`config.mk`:
```
export PLATFORM = sky130hd
export DESIGN_NAME = id_ex_stage
export DESIGN_NICKNAME = d
export VERILOG_FILES = /design/src/rtl/id_ex_stage.sv
export SDC_FILE = /design/constraint.sdc
export NUM_CORES = 1
export LEC_CHECK = 0
export BUFFER_PORTS_ARGS = -buffer_cell sky130_fd_sc_hd__clkbuf_2
export CORE_AREA = 2 2 130 132
export DETAILED_ROUTE_END_ITERATION = 8
export DIE_AREA = 0 0 132 134
export GPL_ROUTABILITY_DRIVEN = 0
export PLACE_DENSITY = 0.85
export SYNTH_ARGS = -nofsm -noshare
export SYNTH_HDL_FRONTEND = slang
export SYNTH_SLANG_ARGS = --single-unit
```
`constraint.sdc`:
```
create_clock -name clk -period 3.2 [get_ports clk]
set_clock_uncertainty 0.1 [all_clocks]
set_input_delay 0.16 -clock clk [delete_from_list [all_inputs] [get_ports clk]]
set_output_delay 0.16 -clock clk [all_outputs]
set_load 0.005 [all_outputs]
```
`src/rtl/id_ex_stage.sv`:
```
// ID/EX pipeline register with operand forwarding and load-use hazard detection.
// The stage holds one decoded instruction and forwards operands when it
// captures them, preferring the EX result, then the MEM value, then the
// register-file value. It stalls the decoder on a load-use dependency and
// counts the bubbles that this inserts.
module id_ex_stage #(
    parameter int REG_AW = 6,
    parameter int CNT_W  = 16
) (
    input  logic              clk,
    input  logic              rstn,
    // Decode side
    input  logic              in_valid,
    output logic              in_ready,
    input  logic [REG_AW-1:0] in_rs1_addr,
    input  logic [REG_AW-1:0] in_rs2_addr,
    input  logic [REG_AW-1:0] in_rd_addr,
    input  logic              in_use_rs1,
    input  logic              in_use_rs2,
    input  logic [31:0]       in_rs1_data,
    input  logic [31:0]       in_rs2_data,
    input  logic [31:0]       in_imm,
    input  logic              in_alu_src_imm,
    input  logic [6:0]        in_alu_control,
    input  logic [1:0]        in_branch_control,
    input  logic              in_reg_write,
    input  logic              in_is_load,
    input  logic              flush,
    // Forwarding sources
    input  logic [31:0]       alu_result,
    input  logic              mem_fwd_valid,
    input  logic [REG_AW-1:0] mem_fwd_rd,
    input  logic [31:0]       mem_fwd_data,
    // Execute side
    output logic              out_valid,
    input  logic              out_ready,
    output logic [31:0]       SrcA,
    output logic [31:0]       SrcB,
    output logic [31:0]       store_data,
    output logic [6:0]        ALUControl,
    output logic [1:0]        BranchControl,
    output logic [REG_AW-1:0] out_rd_addr,
    output logic              out_reg_write,
    output logic              out_is_load,
    output logic [CNT_W-1:0]  bubble_cnt
);

    logic              r_valid;
    logic [31:0]       r_src_a;
    logic [31:0]       r_src_b;
    logic [31:0]       r_store_data;
    logic [6:0]        r_alu_control;
    logic [1:0]        r_branch_control;
    logic [REG_AW-1:0] r_rd_addr;
    logic              r_reg_write;
    logic              r_is_load;
    logic [CNT_W-1:0]  r_bubble_cnt;

    logic              w_hazard;
    logic              w_ready;
    logic              w_xfer;
    logic              w_ex_fwd_en;
    logic [31:0]       w_rs1_fwd;
    logic [31:0]       w_rs2_fwd;

    // A held load whose result the incoming instruction reads cannot forward
    // yet (its data only exists in MEM), so the decoder must wait one cycle.
    assign w_hazard = r_valid && r_is_load && r_reg_write && (r_rd_addr != '0) &&
                      ((in_use_rs1 && (in_rs1_addr == r_rd_addr)) ||
                       (in_use_rs2 && (in_rs2_addr == r_rd_addr)));

    // Flush always accepts so that the wrong-path instruction is drained.
    assign w_ready  = flush || ((!r_valid || out_ready) && !w_hazard);
    assign w_xfer   = in_valid && w_ready && !flush;
    assign in_ready = w_ready;

    // The EX result is only forwardable when the held instruction is leaving
    // this cycle and it is an ALU write, not a load.
    assign w_ex_fwd_en = r_valid && out_ready && r_reg_write && !r_is_load;

    // Operand forwarding mux: EX beats MEM beats register file; x0 is never forwarded.
    // NOTE: every always_comb output gets a default first so no path can infer a latch.
    always_comb begin
        w_rs1_fwd = in_rs1_data;
        w_rs2_fwd = in_rs2_data;
        if (in_rs1_addr != '0) begin
            if (w_ex_fwd_en && (r_rd_addr == in_rs1_addr)) begin
                w_rs1_fwd = alu_result;
            end else if (mem_fwd_valid && (mem_fwd_rd == in_rs1_addr)) begin
                w_rs1_fwd = mem_fwd_data;
            end
        end
        if (in_rs2_addr != '0) begin
            if (w_ex_fwd_en && (r_rd_addr == in_rs2_addr)) begin
                w_rs2_fwd = alu_result;
            end else if (mem_fwd_valid && (mem_fwd_rd == in_rs2_addr)) begin
                w_rs2_fwd = mem_fwd_data;
            end
        end
    end

    // Valid flag: flush kills, a transfer fills, an accepted hand-off drains.
    // NOTE: sequential state uses non-blocking assignments so every register
    // samples pre-edge values regardless of statement order.
    always_ff @(posedge clk or negedge rstn) begin
        if (!rstn) begin
            r_valid <= 1'b0;
        end else if (flush) begin
            r_valid <= 1'b0;
        end else if (w_xfer) begin
            r_valid <= 1'b1;
        end else if (out_ready) begin
            r_valid <= 1'b0;
        end
    end

    // Instruction fields load only on transfer and otherwise keep their value.
    // NOTE: the datapath fields sit on the async reset because their outputs
    // must read as zero while reset is held, not just out_valid.
    always_ff @(posedge clk or negedge rstn) begin
        if (!rstn) begin
            r_src_a          <= '0;
            r_src_b          <= '0;
            r_store_data     <= '0;
            r_alu_control    <= '0;
            r_branch_control <= '0;
            r_rd_addr        <= '0;
            r_reg_write      <= 1'b0;
            r_is_load        <= 1'b0;
        end else if (w_xfer) begin
            r_src_a          <= w_rs1_fwd;
            r_src_b          <= in_alu_src_imm ? in_imm : w_rs2_fwd;
            r_store_data     <= w_rs2_fwd;
            r_alu_control    <= in_alu_control;
            r_branch_control <= in_branch_control;
            r_rd_addr        <= in_rd_addr;
            r_reg_write      <= in_reg_write;
            r_is_load        <= in_is_load;
        end
    end

    // Saturating count of the load-use bubbles pushed downstream.
    always_ff @(posedge clk or negedge rstn) begin
        if (!rstn) begin
            r_bubble_cnt <= '0;
        end else if (w_hazard && in_valid && out_ready && !flush && !(&r_bubble_cnt)) begin
            r_bubble_cnt <= r_bubble_cnt + CNT_W'(1);
        end
    end

    assign out_valid     = r_valid;
    assign SrcA          = r_src_a;
    assign SrcB          = r_src_b;
    assign store_data    = r_store_data;
    assign ALUControl    = r_alu_control;
    assign BranchControl = r_branch_control;
    assign out_rd_addr   = r_rd_addr;
    assign out_reg_write = r_reg_write;
    assign out_is_load   = r_is_load;
    assign bubble_cnt    = r_bubble_cnt;

endmodule

```
==> results of run 1 <==
-- cells by family (layout without fill, tap and decap cells) --
kind of cell             Yosys count  count (layout)  share of synthesized area [%]
flip-flops                       130             130                           48.2
multiplexers                       1               1                          0.167
buffers and inverters             65             497                           4.90
adder cells (fa/ha/maj)            1               1                          0.186
AND/OR/NAND/NOR                  269             269                           17.4
AO/OA/AOI/OAI                    225             226                           24.0
XOR/XNOR                          39              39                           5.07
-- where the power goes --
group          switching (uW)  internal, uW
registers                 158          1870
logic                     544           510
clock network             758          1180
total                    1460          3570
-- sequential cells by signal, summed over array words and instances, names as in the netlist --
signal	flops
out_is_load	1
SrcB	32
BranchControl	2
SrcA	32
store_data	32
ALUControl	7
out_valid	1
bubble_cnt	16
out_reg_write	1
out_rd_addr	6
-- cells in the mapped netlist (all sizes together) (6+ instances only) --
| master | number |
|---|---|
| nand2 | 172 |
| dfrtp | 130 |
| o22a | 56 |
| o21ai | 39 |
| o22ai | 39 |
| nand3 | 36 |
| buf | 34 |
| o221ai | 34 |
| a21oi | 29 |
| xnor2 | 27 |
| clkbuf | 26 |
| o211ai | 26 |
| nor3 | 25 |
| nor2 | 12 |
| xor2 | 12 |
| nor4 | 6 |
-- repair_timing --
action                                  in CTS  in global routing
setup buffers                                0                  3
endpoints found under the hold margin      176                  0
hold buffers                               103                  0
gates resized for setup                      0                  1
endpoints found under the setup margin       0                  3
-- final cells by class --
cell class | instances | area (um2)
tap | 220 | 275
sequential | 130 | 3250
multi-input combinational | 536 | 3210
clock inverter | 12 | 133
inverter | 5 | 18.8
clock buffer | 19 | 453
timing repair buffer | 461 | 2920
fill | 1269 | 6030
-- through the flow --
stage / setup WS, ns / area, um2 / total power (uW)
after floorplan: 1.15 / 6740 / 2400
after global placement: 0.663 / 8600 / 2930
after detailed placement: 0.635 / 8600 / 2960
after CTS: 0.160 / 10200 / 5010
after global routing: 0.0698 / 10300 / 5230
final: 0.206 / 10300 / 5030
-- metal layers --
| metal | global-route usage (%) | routed length, um | up-vias |
|---|---|---|---|
| met5 | 0 | 0 | - |
| met1 | 35.9 | 10500 | 3777 |
| met2 | 53.6 | 13900 | 616 |
| li1 | - | - | 3522 |
| met4 | 15.5 | 1220 | 0 |
| met3 | 8.77 | 2790 | 141 |
-- tightest hold or removal path: cells and delay by family --
kind,cells,cell delay [ns]
AOI/OAI and AO/OA,2,0.24
buffers and inverters,1,0.08
-- worst min-delay path by stage --
stage                    start                         end  slack [ns]  cells past startpoint
2_1_floorplan             rstn   ALUControl[0]$_DFFE_PN0P_       -0.24                      0
3_3_place_gp              rstn        SrcA[16]$_DFFE_PN0P_        0.14                      1
3_5_place_dp              rstn        SrcA[16]$_DFFE_PN0P_        0.15                      1
4_1_cts        in_rs2_data[13]  store_data[13]$_DFFE_PN0P_     0.00009                      3
5_1_grt        in_rs2_data[18]        SrcB[18]$_DFFE_PN0P_        0.02                      3
6_report       in_rs2_data[21]        SrcB[21]$_DFFE_PN0P_        0.01                      3
==> out/qor.yml, run 1 <==
critPathMaxStageDelay_ns: 0.57
end_kind: "flop"
drv.max_cap_violation_count: 0
std_cell_core_area_um2: 16300
critPathMostFrequentCell: "sky130_fd_sc_hd__buf_4"
finalSetupViolCount: 0
dr_total_vias: 8056
worst-path-max-fanout: 32
drt-vias-per-instance: 5.83
synth_top_area_share_pct: 48.2
boundaryPins: 335
cts-htree-levels: 4
critical_path_required_ns: 3.39
drt_pre_antenna_iters: 6
detail_route.wirelength_mm: 28.4
setup_tns_ns: 0
hp-class: "input port to flop"
grt_remaining_overflow: 0
timing.reg2reg.worst_path_depth: 9
netlist.top_cell.by_area: "sky130_fd_sc_hd__dfrtp_1"
synth_nets: 935
cts.root.buffer_cell: "sky130_fd_sc_hd__clkbuf_16"
drc: 0
status: "complete, no violations"
r2r-start: "out_rd_addr[0]$_DFFE_PN0P_"
dp.final_hpwl_mm: 18.1
cp_bufs_invs: 3
register_bit_count_reported_by_yosys: 130
tritoncts: "built"
path_clk_slew_ns: 0.06
dr.first_iter.drc_count: 785
area_delta_synth_final_pct: 52.1
worst_ep_arrival_time_ns: 3.18
max_slew.worst_pin.slew_ns: 0.770
clk_path_buf_depth: 2
synthesis.area_um2: 6740
synth_seq_area_share_pct: 48.2
async_reset_ff_share_pct: 100
commonest_non_fill_non_tap_cell_in_the_layout: "sky130_fd_sc_hd__clkbuf_2"
fp.dieH_um: 134
timing.final.hold_violations: 0
grt_first_pass_wirelength_mm: 43.4
netlist_instances: 730
synth.top_cells.by_area: "sky130_fd_sc_hd__dfrtp_1 (48%), sky130_fd_sc_hd__nand2_1 (9.6%), sky130_fd_sc_hd__o22a_1 (7.3%), sky130_fd_sc_hd__o221ai_1 (4.4%), sky130_fd_sc_hd__xnor2_1 (3.5%)"
die_area_um2: 17700
fmax_mhz: 334
ant_nets: 0
grt_start_max_net_pins: 79
synth-edff-count: 0
rows: 47
max-slew-margin-rel_pct: 48.7
min_period_ns: 2.99
clk_latency_ns: 0.42
criticalPathCategory: "flop to flop"
wl_per_cell_um: 20.5
flip_flop_cell_with_the_highest_count_after_synthesis: "sky130_fd_sc_hd__dfrtp_1"
placedCellCount: 1245
worst_path_max_delay_cell: "sky130_fd_sc_hd__dlygate4sd3_1"
timing.reg2reg.setup_slack_ns: 0.21
netlist-cell-type-count: 43
yosysWarningCount: 0
unrepaired_setup_endpoints_after_global_routing: "false"
port_buffers: 334
post-route-period-util_pct: 93.6
via_count_of_the_first_global_routing_pass: 8346
final_net_count: 1356
crit_chain: "xnor2_1 > nand4_1 > buf_4 > or2_2 > buf_4 > o22a_1 > o22ai_2 > o211ai_1 > dlygate4sd3_1"
worstSetupStartpoint: "out_rd_addr[0]$_DFFE_PN0P_"
diodes_inserted: 0
most-common-layout-cells: "sky130_fd_sc_hd__clkbuf_2 (333), sky130_fd_sc_hd__nand2_1 (172), sky130_fd_sc_hd__dfrtp_1 (130), sky130_fd_sc_hd__dlygate4sd3_1 (103), sky130_fd_sc_hd__o22a_1 (56)"
tritoncts_num_sinks: 130
final_max_slew_viol_count: 0
power_density_cells_nw_per_um2: 490
grt_use_total_pct: 31.2
synthesized_area_per_cell_um2: 9.24
cpLargestDelayFamily: "buffers and inverters"
timing.rr.end: "SrcB[7]$_DFFE_PN0P_"
cell_depth_of_the_worst_setup_path: 9
initial_utilization_pct: 41.4
peakVddDrop_mv: 0.325
post_route_cells_drive_above_1_share_pct: 34.7
post_layout_nonfiller_instances: 1383
dieWidth_um: 132
initial_antenna_violation_count: 0
p_leak_uw: 0.00495
min_hold_slack_ns: 0.0137
cts-buffers-inserted: 17
final_core_utilization_pct: 63.0
crit_end: "SrcB[7]$_DFFE_PN0P_"
setup.worst_path.start_class: "flop"
(Power assumes the default switching activity.)
==> run 2, diff against run 1 <==
--- a/config.mk
+++ b/config.mk
@@ -10,7 +10,8 @@
 export DETAILED_ROUTE_END_ITERATION = 8
 export DIE_AREA = 0 0 132 134
 export GPL_ROUTABILITY_DRIVEN = 0
-export PLACE_DENSITY = 0.85
+export PLACE_DENSITY_LB_ADDON = 0.3
+export SETUP_SLACK_MARGIN = 0.3
 export SYNTH_ARGS = -nofsm -noshare
 export SYNTH_HDL_FRONTEND = slang
 export SYNTH_SLANG_ARGS = --single-unit
==> out/qor.yml, run 2 (synthesis results as in run 1) <==
status: "complete, no violations"
dp.final_hpwl_mm: 17.6
setup_tns_ns: 0
critPathMaxStageDelay_ns: 0.44
final_max_slew_viol_count: 0
fp.dieH_um: 134
port_buffers: 334
initial_antenna_violation_count: 1
ant_nets: 0
drt-vias-per-instance: 5.60
place_area_um2: 8600
die_area_um2: 17700
hp-start: "in_rs2_data[30]"
initial_utilization_pct: 41.4
max-slew-margin-rel_pct: 31.3
cts-buffers-inserted: 17
criticalPathCategory: "flop to flop"
tritoncts_num_sinks: 130
diodes_inserted: 0
min_period_ns: 2.59
r2r-start: "out_rd_addr[3]$_DFFE_PN0P_"
timing.reg2reg.setup_slack_ns: 0.61
dieWidth_um: 132
fillerInstances: 1360
rows: 47
crit_chain: "xnor2_1 > nand3_2 > or2_1 > a21oi_4 > buf_4 > o22ai_1 > o21ai_0"
post_route_cells_drive_above_1_share_pct: 34.1
total_routed_wire_length_on_the_met1_layer_mm: 10.1
via_count_of_the_first_global_routing_pass: 7768
wl_met3_mm: 2.16
final_cell_area_um2: 10200
power_density_cells_nw_per_um2: 476
drc: 0
grt_first_pass_wirelength_mm: 41.2
cpLargestDelayFamily: "simple AND/OR/NAND/NOR gates"
clk_path_buf_depth: 2
worst-path-max-fanout: 40
grt_remaining_overflow: 0
fmax_mhz: 387
dr.first_iter.drc_count: 635
clk_latency_ns: 0.42
critical_path_required_ns: 3.41
hp-class: "input port to flop"
cts-htree-levels: 4
post-route-period-util_pct: 80.8
max_slew.worst_pin.slew_ns: 1.03
timing.final.hold_violations: 0
setup.worst_path.start_class: "flop"
wl_per_cell_um: 19.1
drt_pre_antenna_iters: 6
p_leak_uw: 0.00494
end_kind: "flop"
dr_total_vias: 7738
std_cell_core_area_um2: 16300
unrepaired_setup_endpoints_after_global_routing: "false"
worst_path_max_delay_cell: "sky130_fd_sc_hd__dfrtp_1"
route.met2.wl_mm: 13.1
drv.max_cap_violation_count: 0
grt_use_total_pct: 29.8
area_delta_synth_final_pct: 51.7
cts.root.buffer_cell: "sky130_fd_sc_hd__clkbuf_16"
path_clk_slew_ns: 0.06
peakVddDrop_mv: 0.326
commonest_non_fill_non_tap_cell_in_the_layout: "sky130_fd_sc_hd__clkbuf_2"
cp_bufs_invs: 1
hold_end: "store_data[30]$_DFFE_PN0P_"
detail_route.wirelength_mm: 26.4
finalSetupViolCount: 0
post_layout_nonfiller_instances: 1382
timing.rr.end: "store_data[22]$_DFFE_PN0P_"
final_core_utilization_pct: 62.8
worst_ep_arrival_time_ns: 2.79
ctsResizeCount: 0
final_net_count: 1354
placedCellCount: 1243
maxUsedRoutingLayer: "met5"
timing.reg2reg.worst_path_depth: 7
boundaryPins: 335
hold_depth: 3
most-common-layout-cells: "sky130_fd_sc_hd__clkbuf_2 (333), sky130_fd_sc_hd__nand2_1 (172), sky130_fd_sc_hd__dfrtp_1 (130), sky130_fd_sc_hd__dlygate4sd3_1 (107), sky130_fd_sc_hd__o22a_1 (56)"
grt_start_max_net_pins: 110
tritoncts: "built"
==> run 2: how the worst max path moves through the flow <==
stage,from,endpoint,cells after the start
finish,out_rd_addr[3]$_DFFE_PN0P_,store_data[22]$_DFFE_PN0P_,7
floorplan,bubble_cnt[5]$_DFFE_PN0P_,bubble_cnt[1]$_DFFE_PN0P_,6
detailed placement,out_rd_addr[1]$_DFFE_PN0P_,bubble_cnt[15]$_DFFE_PN0P_,7
CTS,out_rd_addr[1]$_DFFE_PN0P_,bubble_cnt[11]$_DFFE_PN0P_,7
global route,out_rd_addr[1]$_DFFE_PN0P_,bubble_cnt[11]$_DFFE_PN0P_,7
global placement,out_rd_addr[0]$_DFFE_PN0P_,bubble_cnt[11]$_DFFE_PN0P_,7
==> run 2: worst register-to-register path, stage by stage, from the launching register on <==
cell and delay (ns):
sky130_fd_sc_hd__dfrtp_1 0.44, sky130_fd_sc_hd__xnor2_1 0.25, sky130_fd_sc_hd__nand3_2 0.25, sky130_fd_sc_hd__or2_1 0.42, sky130_fd_sc_hd__a21oi_4 0.16, sky130_fd_sc_hd__buf_4 0.42
sky130_fd_sc_hd__o22ai_1 0.18, sky130_fd_sc_hd__o21ai_0 0.26
==> run 2: per-layer routing <==
metal,GRT usage (%),up-vias
met5,0,-
met4,13.3,2
met3,7.52,94
met2,51.3,454
met1,35.4,3666
li1,-,3522
==> run 2: power breakdown <==
group / internal (uW) / total (uW) / switching (uW)
Sequential: 1870 / 2020 / 146
Clock: 1090 / 1830 / 744
Combinational: 505 / 1020 / 518
==> run 2: area by class of cell <==
class                   count  area [um2]  share of cell area, %
flip-flops and latches    130        3250                   31.8
multi-input cells         535        3200                   31.3
repair buffers            460        2930                   28.6
clock buffers              19         443                   4.33
well taps                 220         275                   2.69
clock inverters            13         111                   1.09
inverters                   5        18.8                  0.184
==> run 2: stage by stage <==
stage / total power [uW] / worst slack (ns) / hold slack (ns)
detailed placement: 2950 / 0.639 / 0.252
finish: 4870 / 0.615 / 0.0209
global route: 5120 / 0.360 / 0.00176
CTS: 4890 / 0.635 / 0.000207
floorplan: 2400 / 1.15 / -0.236
global placement: 2930 / 0.693 / 0.252
==> run 2: timing repair <==
| action | in CTS | in global routing |
|---|---|---|
| hold buffers | 107 | 0 |
| hold endpoints to repair | 212 | 0 |
| setup buffers | 0 | 0 |
==> run 3, diff against run 2 <==
--- a/config.mk
+++ b/config.mk
@@ -6,9 +6,9 @@
 export NUM_CORES = 1
 export LEC_CHECK = 0
 export BUFFER_PORTS_ARGS = -buffer_cell sky130_fd_sc_hd__clkbuf_2
-export CORE_AREA = 2 2 130 132
+export CORE_AREA = 2 2 131 133
 export DETAILED_ROUTE_END_ITERATION = 8
-export DIE_AREA = 0 0 132 134
+export DIE_AREA = 0 0 133 135
 export GPL_ROUTABILITY_DRIVEN = 0
 export PLACE_DENSITY_LB_ADDON = 0.3
 export SETUP_SLACK_MARGIN = 0.3
==> constraint.sdc (replaced) <==
create_clock -name clk -period 2.4 [get_ports clk]
set_clock_uncertainty 0.1 [all_clocks]
set_input_delay 0.12 -clock clk [delete_from_list [all_inputs] [get_ports clk]]
set_output_delay 0.12 -clock clk [all_outputs]
set_load 0.005 [all_outputs]
==> out/qor.yml, run 3 (synthesis results as in run 1) <==
multi_input_comb_area_um2: 3820
fillerInstances: 1077
path_clk_slew_ns: 0.07
dr_total_vias: 8552
grt_use_total_pct: 31.5
status: "complete, no violations"
p_leak_uw: 0.00584
detail_route.wirelength_mm: 33.7
hp-class: "input port to flop"
end_kind: "flop"
ant_nets: 0
clk_path_buf_depth: 2
power_density_cells_nw_per_um2: 591
cts-htree-levels: 4
critical_path_required_ns: 2.63
initial_utilization_pct: 41.1
post-route-period-util_pct: 94.0
most-common-layout-cells: "sky130_fd_sc_hd__clkbuf_2 (333), sky130_fd_sc_hd__dfrtp_1 (124), sky130_fd_sc_hd__nand2_1 (121), sky130_fd_sc_hd__dlygate4sd3_1 (117), sky130_fd_sc_hd__o22a_1 (55)"
crit_chain: "buf_4 > nor4_4 > a21oi_4 > a21oi_4 > buf_12 > nand2_4 > buf_12 > o211ai_1"
wl_per_cell_um: 23.1
criticalPathCategory: "flop to flop"
cp_bufs_invs: 3
fp.dieH_um: 135
tritoncts: "built"
post_route_cells_drive_above_1_share_pct: 46.6
dr.first_iter.drc_count: 891
worst-path-max-fanout: 6
boundaryPins: 335
grt_remaining_overflow: 0
unrepaired_setup_endpoints_after_global_routing: "true"
drt-vias-per-instance: 5.84
fmax_mhz: 443
seqCellArea_um2: 3260
cts-buffers-inserted: 17
final_net_count: 1435
setup_tns_ns: 0
clk_latency_ns: 0.42
max_slew.worst_pin.slew_ns: 0.716
rows: 47
finalSetupViolCount: 0
worst_path_max_delay_cell: "sky130_fd_sc_hd__dfrtp_2"
dieWidth_um: 133
via_count_of_the_first_global_routing_pass: 8168
dp.final_hpwl_mm: 18.6
grt_first_pass_wirelength_mm: 43.7
critPathMaxStageDelay_ns: 0.46
commonest_non_fill_non_tap_cell_in_the_layout: "sky130_fd_sc_hd__clkbuf_2"
area_delta_synth_final_pct: 80.8
std_cell_core_area_um2: 16400
min_hold_slack_ns: 0.0130
die_area_um2: 18000
drc: 0
max-slew-margin-rel_pct: 52.1
initial_antenna_violation_count: 1
port_buffers: 334
cpLargestDelayFamily: "compound AO/OA/AOI/OAI gates"
min_period_ns: 2.26
tritoncts_num_sinks: 130
peakVddDrop_mv: 0.477
cts.root.buffer_cell: "sky130_fd_sc_hd__clkbuf_16"
final_core_utilization_pct: 74.3
setup.worst_path.start_class: "flop"
timing.final.hold_violations: 0
grt_start_max_net_pins: 53
final_max_slew_viol_count: 0
drv.max_cap_violation_count: 0
worst_ep_arrival_time_ns: 2.48
drt_pre_antenna_iters: 5
-- run 3: cell types whose count changed in the layout (fill, tap and decap cells not counted), sizes merged, moves of 2 or more --
cell         before  now
buf              20   74
bufbuf            0    2
clkbuf          352  367
clkinv           11    5
clkinvlp          1    4
dlygate4sd3     107  117
inv               5    7
-- run 3: power breakdown --
part | switching (uW) | total, uW | leakage, uW | internal, uW
clock | 1090 | 2670 | 0.000277 | 1570
sequential | 234 | 2730 | 0.00160 | 2500
combinational | 880 | 1810 | 0.00396 | 925
total | 2210 | 7210 | 0.00584 | 5000
-- run 3: final timing paths --
path                                       startpoint                    endpoint  slack, ns  cells after the start
max                        out_rd_addr[1]$_DFFE_PN0P_        SrcB[28]$_DFFE_PN0P_       0.14                      8
min                                  mem_fwd_data[14]        SrcA[14]$_DFFE_PN0P_       0.01                      4
max reg2reg                out_rd_addr[1]$_DFFE_PN0P_        SrcB[28]$_DFFE_PN0P_       0.14                      8
min reg2reg                      SrcA[21]$_DFFE_PN0P_        SrcA[21]$_DFFE_PN0P_       0.37                      2
max in group asynchronous                        rstn  out_rd_addr[2]$_DFFE_PN0P_       1.40                      3
min in group asynchronous                        rstn        SrcB[18]$_DFFE_PN0P_       0.09                      2
-- run 3: area by class of cell --
type                       count  area share (%)
inverter                       5           0.154
tap                          220            2.26
clock inverter                13            1.24
clock buffer                  19            3.63
multi-input combinational    535            31.3
sequential                   130            26.7
antenna                        1          0.0205
timing repair buffer         541            34.7
-- run 3: routing by layer --
layer	share of wire, %	GRT usage [%]	routed length (um)	vias to the layer above
met1	38	37.0	12700	4130
met5	0	0	0	-
met2	49	53.1	16600	588
li1	-	-	-	3707
met3	8.1	7.96	2730	127
met4	4.9	17.0	1660	0
-- run 3: through the flow --
stage / instance area [um2] / setup slack, ns / cells / power (uW)
after floorplan: 6740 / 0.351 / 730 / 3200
after global placement: 8750 / 0.240 / 1253 / 3940
after detailed placement: 8750 / 0.147 / 1253 / 3960
after CTS: 10900 / 0.250 / 1416 / 6820
after global routing: 12200 / 0.0586 / 1464 / 7470
final: 12200 / 0.145 / 1464 / 7210
-- run 3: tightest hold or removal path: stages --
cell,delay [ns]
sky130_fd_sc_hd__clkbuf_2,0.09
sky130_fd_sc_hd__o22a_1,0.11
sky130_fd_sc_hd__o221ai_1,0.11
sky130_fd_sc_hd__nand2_1,0.08
-- run 3: what timing repair did --
action	in CTS	in global routing
pin swaps	8	92
endpoints found under the setup margin	114	126
setup buffers	12	21
cloned	3	25
gates resized for setup	33	159
endpoints found under the hold margin	243	2
hold buffers	116	1
